File: src/rtl/wb_pkg.sv
// Shared types and helpers for the Wishbone interconnect family.
package wb_pkg;

  localparam int unsigned MAX_SLAVES = 16;

  typedef enum logic [1:0] {
    IDLE = 2'd0,
    BUSY = 2'd1,
    ERR  = 2'd2
  } state_e;

  // Keep only the lowest set bit (x & -x).
  function automatic logic [MAX_SLAVES-1:0] onehot_first(input logic [MAX_SLAVES-1:0] hits);
    return hits & (~hits + MAX_SLAVES'(1));
  endfunction

  function automatic int unsigned sel_w(input int unsigned data_width);
    return data_width / 8;
  endfunction

endpackage

File: src/rtl/wb_intercon_n_if.sv
// Bus bundle between one Wishbone master, the interconnect and NUM_SLAVES slaves.
interface wb_intercon_n_if
  import wb_pkg::*;
#(
  parameter int unsigned DATA_WIDTH = 32,
  parameter int unsigned ADDR_WIDTH = 32,
  parameter int unsigned NUM_SLAVES = 4
);
  localparam int unsigned SW = sel_w(DATA_WIDTH);

  logic [ADDR_WIDTH-1:0]            wbm_adr_i;
  logic [DATA_WIDTH-1:0]            wbm_dat_i;
  logic [SW-1:0]                    wbm_sel_i;
  logic                             wbm_we_i;
  logic                             wbm_cyc_i;
  logic                             wbm_stb_i;
  logic [DATA_WIDTH-1:0]            wbm_dat_o;
  logic                             wbm_ack_o;
  logic                             wbm_err_o;

  logic [ADDR_WIDTH-1:0]            wbs_adr_o;
  logic [DATA_WIDTH-1:0]            wbs_dat_o;
  logic [SW-1:0]                    wbs_sel_o;
  logic                             wbs_we_o;
  logic [NUM_SLAVES-1:0]            wbs_cyc_o;
  logic [NUM_SLAVES-1:0]            wbs_stb_o;
  logic [NUM_SLAVES*DATA_WIDTH-1:0] wbs_dat_i;
  logic [NUM_SLAVES-1:0]            wbs_ack_i;
  logic [NUM_SLAVES-1:0]            wbs_err_i;

  modport intercon (
    input  wbm_adr_i, wbm_dat_i, wbm_sel_i, wbm_we_i, wbm_cyc_i, wbm_stb_i,
    output wbm_dat_o, wbm_ack_o, wbm_err_o,
    output wbs_adr_o, wbs_dat_o, wbs_sel_o, wbs_we_o, wbs_cyc_o, wbs_stb_o,
    input  wbs_dat_i, wbs_ack_i, wbs_err_i
  );

  modport master (
    output wbm_adr_i, wbm_dat_i, wbm_sel_i, wbm_we_i, wbm_cyc_i, wbm_stb_i,
    input  wbm_dat_o, wbm_ack_o, wbm_err_o
  );

  modport slave (
    input  wbs_adr_o, wbs_dat_o, wbs_sel_o, wbs_we_o, wbs_cyc_o, wbs_stb_o,
    output wbs_dat_i, wbs_ack_i, wbs_err_i
  );

endinterface

File: src/rtl/wb_addr_decode.sv
// Mask/base address decoder: lowest-index hit wins, miss when nothing matches.
module wb_addr_decode
  import wb_pkg::*;
#(
  parameter int unsigned                         ADDR_WIDTH = 32,
  parameter int unsigned                         NUM_SLAVES = 4,
  parameter logic [NUM_SLAVES*ADDR_WIDTH-1:0]    SLAVE_ADDR = '0,
  parameter logic [NUM_SLAVES*ADDR_WIDTH-1:0]    SLAVE_MASK = '0
) (
  input  logic [ADDR_WIDTH-1:0] adr_i,
  output logic [NUM_SLAVES-1:0] hit_o,
  output logic                  miss_o
);

  logic [NUM_SLAVES-1:0] raw_hit;

  always_comb begin
    raw_hit = '0;
    for (int unsigned k = 0; k < NUM_SLAVES; k++) begin
      raw_hit[k] = (adr_i & SLAVE_MASK[k*ADDR_WIDTH +: ADDR_WIDTH])
                   == SLAVE_ADDR[k*ADDR_WIDTH +: ADDR_WIDTH];
    end
  end

  assign hit_o  = NUM_SLAVES'(onehot_first(MAX_SLAVES'(raw_hit)));
  assign miss_o = ~|raw_hit;

endmodule

File: src/rtl/wb_intercon_n.sv
// Single-master shared-bus Wishbone interconnect with decode-miss, slave-error and watchdog error paths.
module wb_intercon_n
  import wb_pkg::*;
#(
  parameter int unsigned                      DATA_WIDTH = 32,
  parameter int unsigned                      ADDR_WIDTH = 32,
  parameter int unsigned                      NUM_SLAVES = 4,
  parameter logic [NUM_SLAVES*ADDR_WIDTH-1:0] SLAVE_ADDR = '0,
  parameter logic [NUM_SLAVES*ADDR_WIDTH-1:0] SLAVE_MASK = '0,
  parameter int unsigned                      TIMEOUT    = 255
) (
  input logic               clk_i,
  input logic               rst_i,
  wb_intercon_n_if.intercon bus
);

  localparam int unsigned     WD_W    = (TIMEOUT > 0) ? $clog2(TIMEOUT + 1) : 1;
  localparam logic [WD_W-1:0] WD_LAST = WD_W'((TIMEOUT > 0) ? TIMEOUT - 1 : 0);
  localparam logic [WD_W-1:0] WD_MAX  = '1;

  state_e                 state_q, state_d;
  logic [NUM_SLAVES-1:0]  sel_q, sel_d;
  logic [WD_W-1:0]        wd_q, wd_d;
  logic [NUM_SLAVES-1:0]  hit;
  logic                   miss;
  logic                   slv_ack, slv_err;
  logic                   ack_c, err_c;
  logic [DATA_WIDTH-1:0]  rdata;

  wb_addr_decode #(
    .ADDR_WIDTH (ADDR_WIDTH),
    .NUM_SLAVES (NUM_SLAVES),
    .SLAVE_ADDR (SLAVE_ADDR),
    .SLAVE_MASK (SLAVE_MASK)
  ) u_decode (
    .adr_i  (bus.wbm_adr_i),
    .hit_o  (hit),
    .miss_o (miss)
  );

  // sel_q is zero outside BUSY, so unselected or idle-time responses vanish here.
  assign slv_ack = |(sel_q & bus.wbs_ack_i);
  assign slv_err = |(sel_q & bus.wbs_err_i);

  always_comb begin
    rdata = '0;
    for (int unsigned k = 0; k < NUM_SLAVES; k++) begin
      rdata = rdata | (bus.wbs_dat_i[k*DATA_WIDTH +: DATA_WIDTH] & {DATA_WIDTH{sel_q[k]}});
    end
  end

  always_ff @(posedge clk_i or posedge rst_i) begin
    if (rst_i) begin
      state_q <= IDLE;
      sel_q   <= '0;
      wd_q    <= '0;
    end else begin
      state_q <= state_d;
      sel_q   <= sel_d;
      wd_q    <= wd_d;
    end
  end

  always_comb begin
    state_d = state_q;
    sel_d   = sel_q;
    wd_d    = wd_q;
    ack_c   = 1'b0;
    err_c   = 1'b0;
    unique case (state_q)
      IDLE: begin
        if (bus.wbm_cyc_i && bus.wbm_stb_i) begin
          if (miss) begin
            state_d = ERR;
          end else begin
            sel_d   = hit;
            wd_d    = '0;
            state_d = BUSY;
          end
        end
      end
      BUSY: begin
        err_c = slv_err;
        ack_c = slv_ack & ~slv_err;
        if (slv_ack || slv_err) begin
          sel_d   = '0;
          state_d = IDLE;
        end else if (!bus.wbm_cyc_i) begin
          sel_d   = '0;
          state_d = IDLE;
        end else if ((TIMEOUT != 0) && (wd_q == WD_LAST)) begin
          sel_d   = '0;
          state_d = ERR;
        end else if (wd_q != WD_MAX) begin
          wd_d = wd_q + WD_W'(1);
        end
      end
      ERR: begin
        err_c   = 1'b1;
        state_d = IDLE;
      end
      default: begin
        sel_d   = '0;
        state_d = IDLE;
      end
    endcase
  end

  assign bus.wbs_adr_o = bus.wbm_adr_i;
  assign bus.wbs_dat_o = bus.wbm_dat_i;
  assign bus.wbs_sel_o = bus.wbm_sel_i;
  assign bus.wbs_we_o  = bus.wbm_we_i;
  assign bus.wbs_cyc_o = sel_q & {NUM_SLAVES{bus.wbm_cyc_i}};
  assign bus.wbs_stb_o = sel_q & {NUM_SLAVES{bus.wbm_stb_i}};
  assign bus.wbm_dat_o = rdata;
  assign bus.wbm_ack_o = ack_c;
  assign bus.wbm_err_o = err_c;

endmodule
File: src/flat_wrapper.sv
// flat-port wrapper written by rule: the top's interface ports become plain ports
module wb_intercon_n_flat import wb_pkg::*;
#(
  parameter int unsigned                      DATA_WIDTH = 32,
  parameter int unsigned                      ADDR_WIDTH = 32,
  parameter int unsigned                      NUM_SLAVES = 4,
  parameter logic [NUM_SLAVES*ADDR_WIDTH-1:0] SLAVE_ADDR = '0,
  parameter logic [NUM_SLAVES*ADDR_WIDTH-1:0] SLAVE_MASK = '0,
  parameter int unsigned                      TIMEOUT    = 255
)
  (clk_i, rst_i, bus_wbm_adr_i, bus_wbm_dat_i, bus_wbm_sel_i, bus_wbm_we_i, bus_wbm_cyc_i, bus_wbm_stb_i, bus_wbm_dat_o, bus_wbm_ack_o, bus_wbm_err_o, bus_wbs_adr_o, bus_wbs_dat_o, bus_wbs_sel_o, bus_wbs_we_o, bus_wbs_cyc_o, bus_wbs_stb_o, bus_wbs_dat_i, bus_wbs_ack_i, bus_wbs_err_i);
  wb_intercon_n_if #(.DATA_WIDTH(DATA_WIDTH), .ADDR_WIDTH(ADDR_WIDTH), .NUM_SLAVES(NUM_SLAVES)) bus_i ();
  input logic clk_i;
  input logic rst_i;
  input wire logic [$bits(bus_i.wbm_adr_i)-1:0] bus_wbm_adr_i;
  input wire logic [$bits(bus_i.wbm_dat_i)-1:0] bus_wbm_dat_i;
  input wire logic [$bits(bus_i.wbm_sel_i)-1:0] bus_wbm_sel_i;
  input wire logic [$bits(bus_i.wbm_we_i)-1:0] bus_wbm_we_i;
  input wire logic [$bits(bus_i.wbm_cyc_i)-1:0] bus_wbm_cyc_i;
  input wire logic [$bits(bus_i.wbm_stb_i)-1:0] bus_wbm_stb_i;
  output wire logic [$bits(bus_i.wbm_dat_o)-1:0] bus_wbm_dat_o;
  output wire logic [$bits(bus_i.wbm_ack_o)-1:0] bus_wbm_ack_o;
  output wire logic [$bits(bus_i.wbm_err_o)-1:0] bus_wbm_err_o;
  output wire logic [$bits(bus_i.wbs_adr_o)-1:0] bus_wbs_adr_o;
  output wire logic [$bits(bus_i.wbs_dat_o)-1:0] bus_wbs_dat_o;
  output wire logic [$bits(bus_i.wbs_sel_o)-1:0] bus_wbs_sel_o;
  output wire logic [$bits(bus_i.wbs_we_o)-1:0] bus_wbs_we_o;
  output wire logic [$bits(bus_i.wbs_cyc_o)-1:0] bus_wbs_cyc_o;
  output wire logic [$bits(bus_i.wbs_stb_o)-1:0] bus_wbs_stb_o;
  input wire logic [$bits(bus_i.wbs_dat_i)-1:0] bus_wbs_dat_i;
  input wire logic [$bits(bus_i.wbs_ack_i)-1:0] bus_wbs_ack_i;
  input wire logic [$bits(bus_i.wbs_err_i)-1:0] bus_wbs_err_i;
  assign bus_i.wbm_adr_i = bus_wbm_adr_i;
  assign bus_i.wbm_dat_i = bus_wbm_dat_i;
  assign bus_i.wbm_sel_i = bus_wbm_sel_i;
  assign bus_i.wbm_we_i = bus_wbm_we_i;
  assign bus_i.wbm_cyc_i = bus_wbm_cyc_i;
  assign bus_i.wbm_stb_i = bus_wbm_stb_i;
  assign bus_wbm_dat_o = bus_i.wbm_dat_o;
  assign bus_wbm_ack_o = bus_i.wbm_ack_o;
  assign bus_wbm_err_o = bus_i.wbm_err_o;
  assign bus_wbs_adr_o = bus_i.wbs_adr_o;
  assign bus_wbs_dat_o = bus_i.wbs_dat_o;
  assign bus_wbs_sel_o = bus_i.wbs_sel_o;
  assign bus_wbs_we_o = bus_i.wbs_we_o;
  assign bus_wbs_cyc_o = bus_i.wbs_cyc_o;
  assign bus_wbs_stb_o = bus_i.wbs_stb_o;
  assign bus_i.wbs_dat_i = bus_wbs_dat_i;
  assign bus_i.wbs_ack_i = bus_wbs_ack_i;
  assign bus_i.wbs_err_i = bus_wbs_err_i;
  wb_intercon_n #(.DATA_WIDTH(DATA_WIDTH), .ADDR_WIDTH(ADDR_WIDTH), .NUM_SLAVES(NUM_SLAVES), .SLAVE_ADDR(SLAVE_ADDR), .SLAVE_MASK(SLAVE_MASK), .TIMEOUT(TIMEOUT)) u_core (.clk_i(clk_i), .rst_i(rst_i), .bus(bus_i));
endmodule
File: config.mk
export PLATFORM = sky130hd
export DESIGN_NAME = wb_intercon_n_flat
export DESIGN_NICKNAME = d
export VERILOG_FILES = /design/src/rtl/wb_pkg.sv /design/src/rtl/wb_intercon_n_if.sv /design/src/rtl/wb_addr_decode.sv /design/src/rtl/wb_intercon_n.sv /design/src/flat_wrapper.sv
export SDC_FILE = /design/constraint.sdc
export NUM_CORES = 1
export LEC_CHECK = 0
export ABC_CLOCK_PERIOD_IN_PS = 1900
export BUFFER_PORTS_ARGS = -buffer_cell sky130_fd_sc_hd__buf_2
export CAP_MARGIN = 20
export CORE_AREA = 2 2 123 125
export DETAILED_ROUTE_END_ITERATION = 8
export DIE_AREA = 0 0 125 127
export PLACE_DENSITY_LB_ADDON = 0.1
export REMOVE_ABC_BUFFERS = 1
export SYNTH_ARGS = -nofsm -noshare
export SYNTH_HDL_FRONTEND = slang
export SYNTH_SLANG_ARGS = --single-unit
File: constraint.sdc
create_clock -name clk_i -period 1.9 [get_ports clk_i]
set_input_delay 0.19 -clock clk_i [delete_from_list [all_inputs] [get_ports clk_i]]
set_output_delay 0.19 -clock clk_i [all_outputs]
set_load 0.01 [all_outputs]
Word-level counts from Yosys, hierarchy flattened
Index checks and enable logic that the tools add are counted.
{"block": "word_totals", "reg_bits": 14}
{"block": "op_classes", "n_addsub": 1, "eq_ne": 10, "muxes": 18, "bitwise_logic": 14, "n_reduce_logical": 9}
{"op": "$and A32 B32 Y32", "count": 4}
{"op": "$or A32 B32 Y32", "count": 3}
{"op": "$mux W8", "count": 5}
{"op": "$and A4 B4 Y4", "count": 4}
{"op": "$mux W4", "count": 4}
{"op": "$pmux W8 S2", "count": 1}
{"op": "$pmux W4 S3", "count": 1}
{"op": "$add A8 B1 Y8 const B", "count": 1}
{"op": "$eq A8 B8 Y1 const B", "count": 1}
{"op": "$mux W2", "count": 4}
{"op": "$ne A8 B8 Y1 const B", "count": 1}
{"op": "$reduce_or A4 Y1", "count": 2}
{"op": "$ne A2 B2 Y1 const B", "count": 3}
{"op": "$reduce_and A6 Y1", "count": 1}
{"op": "$ne A2 B1 Y1 const B", "count": 2}
{"op": "$ne A4 B2 Y1 const B", "count": 1}
{"op": "$pmux W2 S2", "count": 1}
{"op": "$reduce_and A3 Y1", "count": 1}
{"op": "$eq A2 B1 Y1 const B", "count": 1}
{"op": "$eq A2 B2 Y1 const B", "count": 1}
{"op": "$logic_not A2 Y1", "count": 1}
{"op": "$not A1 Y1", "count": 2}
{"op": "$pmux W1 S2", "count": 1}
{"op": "$reduce_and A2 Y1", "count": 1}
{"op": "5 further kinds", "count": 5}

Logic depth before layout (Yosys ltp)
Gate-level depths: netlist of the first run.
{"block": "depth", "ltp_word": 6, "depth_mapped": 7}

Cells and area by module
From an unflattened synthesis of the first run, not the netlist that was laid out.
{"block": "hier_totals", "cells_unflattened": 299, "hier_area_um2": 2213.4}
{"mod": "wb_intercon_n", "instances": 1, "cells_per_inst": 292, "area_per_inst_um2": 2168.3}
{"mod": "wb_addr_decode", "instances": 1, "cells_per_inst": 7, "area_per_inst_um2": 45.0}

Worst setup path after synthesis of the first run
Ideal clock, no wire load.
{"block": "synth_path", "kind": "register to register", "start": "register u_core.wd_q[0]", "end": "register u_core.wd_q[2]", "t_arrival_ns": 1.521, "required_ns": 1.831, "setup_slack_ns": 0.311, "stages_incl_launch_ff": 6, "path_buffers": 0, "synth_period_minus_slack_ns": 1.589, "cell_sequence": "dfrtp_1 -> ha_1 -> o211ai_2 -> o211ai_2 -> or4_1 -> nand3_1"}
{"block": "synth_via", "elab_chain_cells": 6}
{"item": "start, declared", "line_no": "wb_intercon_n.sv:23", "rtl": "logic [WD_W-1:0] wd_q, wd_d;"}
{"item": "start signal, assigned", "line_no": "wb_intercon_n.sv:60", "rtl": "wd_q <= wd_d;"}
{"item": "$add A8 B1 Y8", "line_no": "wb_intercon_n.sv:95", "rtl": "wd_d = wd_q + WD_W'(1);"}
{"item": "$mux W8", "line_no": "wb_intercon_n.sv:94", "rtl": "end else if (wd_q != WD_MAX) begin"}
{"item": "$mux W8", "line_no": "wb_intercon_n.sv:91", "rtl": "end else if ((TIMEOUT != 0) && (wd_q == WD_LAST)) begin"}
{"item": "$mux W8", "line_no": "wb_intercon_n.sv:88", "rtl": "end else if (!bus.wbm_cyc_i) begin"}
{"item": "$mux W8", "line_no": "wb_intercon_n.sv:85", "rtl": "if (slv_ack || slv_err) begin"}
{"item": "$pmux W8 S2", "line_no": "wb_intercon_n.sv:70", "rtl": "unique case (state_q)"}
Several ways; a longest one is shown, not always the timed one. The select of a mux whose other input is x is not followed.
A chain may end at the register's enable or synchronous reset.

Worst setup path after layout of the first run
{"block": "layout_path", "start": "register u_core.state_q[1]", "end": "output port bus_wbm_err_o"}
{"block": "layout_via", "elab_chain_cells": 2}
{"item": "start, declared", "line_no": "wb_intercon_n.sv:21", "rtl": "state_e state_q, state_d;"}
{"item": "start signal, assigned", "line_no": "wb_intercon_n.sv:58", "rtl": "state_q <= state_d;"}
{"item": "$eq A2 B2 Y1 or $eq A2 B1 Y1 (tied branches)", "line_no": "wb_intercon_n.sv:70"}
{"item": "$pmux W1 S2 (*)", "line_no": "wb_intercon_n.sv:70"}
{"item": "end, declared", "line_no": "flat_wrapper.sv:23", "rtl": "output wire logic [$bits(bus_i.wbm_err_o)-1:0] bus_wbm_err_o;"}
Mark *: on every way between the ends. The rest lies on a longest branch, timed or not.

==> results.json, run 1 <==
{
  "p_leak_uw": 0.0008025,
  "synthArstFlopShare_pct": 100.0,
  "syn_area_per_cell_um2": 8.156,
  "hold_viol_final": 0,
  "synthTopCellsByCount": "buf_4 (75), and2_1 (34), dfrtp_1 (11)",
  "dpl_cell_area_mm2": 0.001607,
  "setup_tns_ps": 0,
  "drt_iter0_drc": 51,
  "io_buffers": 73,
  "min_period_ps": 1756,
  "dr.pass1.iters": 4,
  "critPathLaunchType": "flop",
  "required_ps": 1710,
  "min_to": "u_core.wd_q[0]",
  "io_pins": 320,
  "yosysSeqAreaShare_pct": 17.67,
  "worst-path-max-fanout": 8,
  "cts_buffers": 3,
  "hold_ws_ps": 365.7,
  "ys_seq_elements": 11,
  "post_cts_buffers": 0,
  "worst_slew_pin_slew_ps": 510.3,
  "die_h_um": 127,
  "diodes": 0,
  "row_count": 44,
  "die_x_um": 125,
  "finalNetCount": 411,
  "grt_pass1_vias": 1270,
  "track_usage_pct": 14.51,
  "clock-sinks": 11,
  "place_hpwl_mm": 10.94,
  "antenna_found_initial": 0,
  "hold_path_class": "in -> reg",
  "vdd_drop_max_mv": 0.2211,
  "reg2reg_from": "u_core.wd_q[0]",
  "critPathArrivalTime_ps": 1570,
  "yosysTopAreaCell": "buf_4",
  "num_vias": 1311,
  "die-area_mm2": 0.01588,
  "yosys.cell_count.top_type": "buf_4",
  "final_cell_area_mm2": 0.001695,
  "max_cap_violations": 0,
  "grt-ovfl-total": 0,
  "synth-edff-count": 0,
  "timing.rr.end": "u_core.wd_q[6]",
  "cts_tree": "done",
  "globalplace.congestion": 0.7817,
  "maxSlewHeadroom_pct": 65.94,
  "rrSetupSlack_ps": 170,
  "clock_skew_ps": 2.079,
  "setup_viol": 0,
  "wl_mm": 12.11,
  "start_util_pct": 10.80,
  "ys_warn_count": 0,
  "yosysTopAreaCellShare_pct": 36.14,
  "grt_max_degree": 38,
  "yosys_most_used_dff": "dfrtp_1",
  "hp-start": "bus_wbm_cyc_i",
  "criticalPathCategory": "reg -> out",
  "viasPerCell": 3.450,
  "synthTopCellsByArea": "buf_4 (36%), dfrtp_1 (18%), and2_1 (14%), ha_1 (4.0%), mux2i_1 (3.2%)",
  "wire_per_inst_um": 31.86,
  "drive_gt1_share_pct": 45.41,
  "power_density_mw_per_mm2": 1042,
  "synth_cell_type_count": 37,
  "clk_latency_ps": 240,
  "clock.fmax_mhz": 569.5,
  "design.core.area_mm2": 0.01442,
  "power.total_uw": 1766,
  "cts_hold_buf": 1,
  "route.detailed.drc": 0,
  "post_cts_resized": 0,
  "whs_path_depth": 3,
  "fin_crit_sh_pct": 92.42,
  "r2r_cells": 6,
  "grt_setup_unrepaired": "no",
  "status": "complete, no violations",
  "syn2layout_area_growth_pct": 8.836,
  "ctsRootBufferMaster": "clkbuf_16",
  "htree_num_levels": 1,
  "drtAntennaViolNets": 0,
  "grt_pass1_wl_mm": 14.83,
  "syn_area_mm2": 0.001558,
  "end_kind": "output pin",
  "cts_buffer_depth": 2,
  "clk_pin_slew_worst_paths_ps": 40,
  "maxSlewViolCount": 0,
  "syn_inst": 191
}
==> layer usage <==
layer  vias to the layer above  wire length [um]  global-route usage, %
met5                         -               169                  7.430
met4                         6               185                  2.157
met3                        12              2732                  16.08
met2                       194              6723                  28.39
met1                       542              2296                  7.865
li1                        557                 -                      -
==> per-stage QoR <==
stage | util [%] | setup WS, ps | instances
6_report | 11.75 | 144.1 | 380
3_5_place_dp | 11.14 | 151.7 | 375
4_1_cts | 11.75 | 139.9 | 380
2_1_floorplan | - | 310.1 | 115
5_1_grt | 11.75 | 43.17 | 380
3_3_place_gp | 11.14 | 121.7 | 375
==> area by class of cell <==
type	count	area, um^2
clock buffer	4	78.83
sequential	11	275.3
tap	184	230.2
inverter	7	26.28
timing repair buffer	77	397.9
multi-input combinational	97	686.9
fill	1680	12730
==> power breakdown <==
part | switching, uW | internal (uW)
sequential | 49.1 | 285
clock | 107 | 282
combinational | 594 | 449
total | 750 | 1020
==> state kept, by name, summed over array words and instances (netlist names) <==
name	count
u_core.sel_q	1
u_core.state_q	2
u_core.wd_q	8
==> worst max-delay path, stage by stage, from the launching register on <==
cell and delay (ps):
dfrtp_1 370, inv_1 100, ha_1 290, buf_4 210
a31oi_1 90, nor2b_1 130, buf_2 140
==> cell usage in the layout, fill, tap and decap left out, types with 2 or more instances in the layout <==
cell type | Yosys | layout
o211ai_2 | 2 | 2
nand2_1 | 9 | 9
and2_1 | 34 | 34
mux2i_1 | 5 | 5
nor3_1 | 2 | 2
buf_2 | 2 | 73
a21oi_1 | 3 | 3
clkbuf_16 | 0 | 3
inv_1 | 7 | 7
dfrtp_1 | 11 | 11
nand4_1 | 3 | 3
o211ai_1 | 2 | 2
ha_1 | 5 | 5
buf_4 | 75 | 3
conb_1 | 1 | 6
nand3_1 | 5 | 5
==> worst max-delay path by stage <==
stage	start	to	cells past startpoint
final	u_core.state_q[1]	bus_wbm_err_o	6
after global routing	u_core.state_q[0]	u_core.wd_q[0]	6
after CTS	u_core.state_q[1]	bus_wbm_err_o	6
after detailed placement	u_core.state_q[0]	u_core.wd_q[0]	6
after global placement	u_core.state_q[0]	u_core.wd_q[0]	6
after floorplan	u_core.wd_q[0]	u_core.wd_q[2]	5
==> kinds of logic (layout without fill, tap and decap cells) <==
family,Yosys count,after routing,synth area share [%]
AO/OA/AOI/OAI,16,16,9.799
adder cells (fa/ha/maj),5,5,4.016
buffers and inverters,88,88,39.44
flip-flops,11,11,17.67
multiplexers,5,5,3.213
other,1,6,0.2407
AND/OR/NAND/NOR,65,65,25.62
Note: power is estimated with default switching activity, not from simulation.
==> inputs of run 2 (changes only) <==
--- a/config.mk
+++ b/config.mk
@@ -5,13 +5,13 @@
 export SDC_FILE = /design/constraint.sdc
 export NUM_CORES = 1
 export LEC_CHECK = 0
-export ABC_CLOCK_PERIOD_IN_PS = 1900
+export ABC_CLOCK_PERIOD_IN_PS = 2000
 export BUFFER_PORTS_ARGS = -buffer_cell sky130_fd_sc_hd__buf_2
 export CAP_MARGIN = 20
 export CORE_AREA = 2 2 123 125
 export DETAILED_ROUTE_END_ITERATION = 8
 export DIE_AREA = 0 0 125 127
-export PLACE_DENSITY_LB_ADDON = 0.1
+export PLACE_DENSITY = 0.51
 export REMOVE_ABC_BUFFERS = 1
 export SYNTH_ARGS = -nofsm -noshare
 export SYNTH_HDL_FRONTEND = slang
==> constraint.sdc (replaced) <==
create_clock -name clk_i -period 2 [get_ports clk_i]
set_input_delay 0.2 -clock clk_i [delete_from_list [all_inputs] [get_ports clk_i]]
set_output_delay 0.2 -clock clk_i [all_outputs]
set_load 0.01 [all_outputs]
==> results.json, run 2 (synthesis gave the netlist of run 1 again) <==
{
  "clock.fmax_mhz": 561.5,
  "critPathArrivalTime_ps": 1960,
  "die_x_um": 125,
  "row_count": 44,
  "dr.pass1.iters": 4,
  "drive_gt1_share_pct": 44.85,
  "fillers": 1654,
  "p_leak_uw": 0.0007919,
  "fin_ws_ps": 219.1,
  "dp.cells": 373,
  "hold_viol_final": 0,
  "route.detailed.drc": 0,
  "place_hpwl_mm": 11.15,
  "setup_tns_ps": 0,
  "drt_iter0_drc": 142,
  "cts_tree": "done",
  "htree_num_levels": 1,
  "clk_latency_ps": 240,
  "start_util_pct": 10.80,
  "grt_pass1_wl_mm": 14.51,
  "wire_per_inst_um": 32.14,
  "io_buffers": 73,
  "vdd_drop_max_mv": 0.2888,
  "criticalPathCategory": "reg -> reg",
  "critPathLaunchType": "flop",
  "num_vias": 1284,
  "max_cap_violations": 0,
  "die_h_um": 127,
  "worst-path-max-fanout": 6,
  "place_ws_ps": 260.6,
  "post_cts_buffers": 0,
  "maxSlewViolCount": 0,
  "setup_viol": 0,
  "wl_mm": 12.15,
  "globalplace.congestion": 0.8482,
  "hold_path_class": "in -> reg",
  "clock-sinks": 11,
  "track_usage_pct": 14.68,
  "fin_crit_sh_pct": 89.04,
  "grt_pass1_vias": 1199,
  "min_period_ps": 1781,
  "diodes": 0,
  "end_kind": "flop",
  "clock_skew_ps": 0.6642,
  "ctsRootBufferMaster": "clkbuf_16",
  "largest_reg_flops": 8,
  "clk_pin_slew_worst_paths_ps": 40,
  "reg_top3": "u_core.wd_q x8, u_core.state_q x2, u_core.sel_q x1",
  "final_cell_mix": "buf_2 (73), and2_1 (34), dfrtp_1 (11), nand2_1 (9), inv_1 (7)",
  "area.sequential_um2": 275.3,
  "required_ps": 2180,
  "power_density_mw_per_mm2": 981.6,
  "grt_setup_unrepaired": "no",
  "finalNetCount": 409,
  "die-area_mm2": 0.01588,
  "fin_cells": 378,
  "multi_input_area_um2": 686.9,
  "final_common_cell": "buf_2",
  "cts_buffers": 3,
  "io_pins": 320,
  "antenna_found_initial": 1,
  "status": "complete, no violations",
  "top_register": "u_core.wd_q",
  "viasPerCell": 3.397,
  "grt-ovfl-total": 0,
  "cts_buffer_depth": 2,
  "syn2layout_area_growth_pct": 7.871,
  "grt_max_degree": 38,
  "design.core.area_mm2": 0.01442,
  "drtAntennaViolNets": 0
}
[run 2: changes by cell type in the layout (fill, tap and decap cells not counted), sizes merged]
cell / previous run / this run
buf: 76 / 74
[run 2: critical path, cell delays in order, from the launching register on]
cell and delay (ps):
dfrtp_1 430, ha_1 300, o211ai_2 240, o211ai_2 140, or4b_1 510, nand3_1 100
[run 2: timing repair]
action / CTS / global route
setup endpoints to repair: 0 / 0
hold buffers: 1 / 0
endpoints found under the hold margin: 11 / 0
resized for setup: 0 / 0
[run 2: final timing paths]
check / startpoint / endpoint / slack [ps] / cells past startpoint
worst max-delay path: u_core.wd_q[0] / u_core.wd_q[1] / 220 / 5
worst min-delay path: bus_wbm_cyc_i / u_core.wd_q[0] / 390 / 3
worst max register to register: u_core.wd_q[0] / u_core.wd_q[1] / 220 / 5
worst min register to register: u_core.wd_q[5] / u_core.wd_q[5] / 510 / 1
max in group asynchronous: rst_i / u_core.sel_q[0] / 1150 / 3
min in group asynchronous: rst_i / u_core.wd_q[5] / 530 / 3
[run 2: stage by stage]
stage                     power [uW]  hold slack (ps)  util [%]  instance area, um^2
after floorplan                908.8            52.44         -                988.4
after detailed placement        1273            231.6     11.03                 1592
final                           1649            385.2     11.65                 1680
after CTS                       1656            391.8     11.65                 1680
after global routing            1783            400.1     11.65                 1680
after global placement          1253            219.6     11.03                 1592
[run 2: power breakdown]
part	leakage (uW)	switching [uW]	internal (uW)
clock	0.0000382	110	269
combinational	0.000606	545	411
sequential	0.000148	45.4	271
total	0.000792	700	950
[run 2: cell type report]
class                           instances  area share [%]
Timing Repair Buffer                   75           22.78
Multi-Input combinational cell         97           40.88
Sequential cell                        11           16.38
Clock buffer                            4           4.691
Tap cell                              184           13.70
Inverter                                7           1.564
[run 2: routing by layer]
| metal | part of all wire [%] | track usage, % | vias to the layer above |
|---|---|---|---|
| li1 | - | - | 549 |
| met1 | 20 | 8.784 | 549 |
| met2 | 54 | 26.95 | 171 |
| met3 | 25 | 18.05 | 11 |
| met4 | 0.56 | 1.961 | 4 |
| met5 | 0.65 | 2.786 | - |
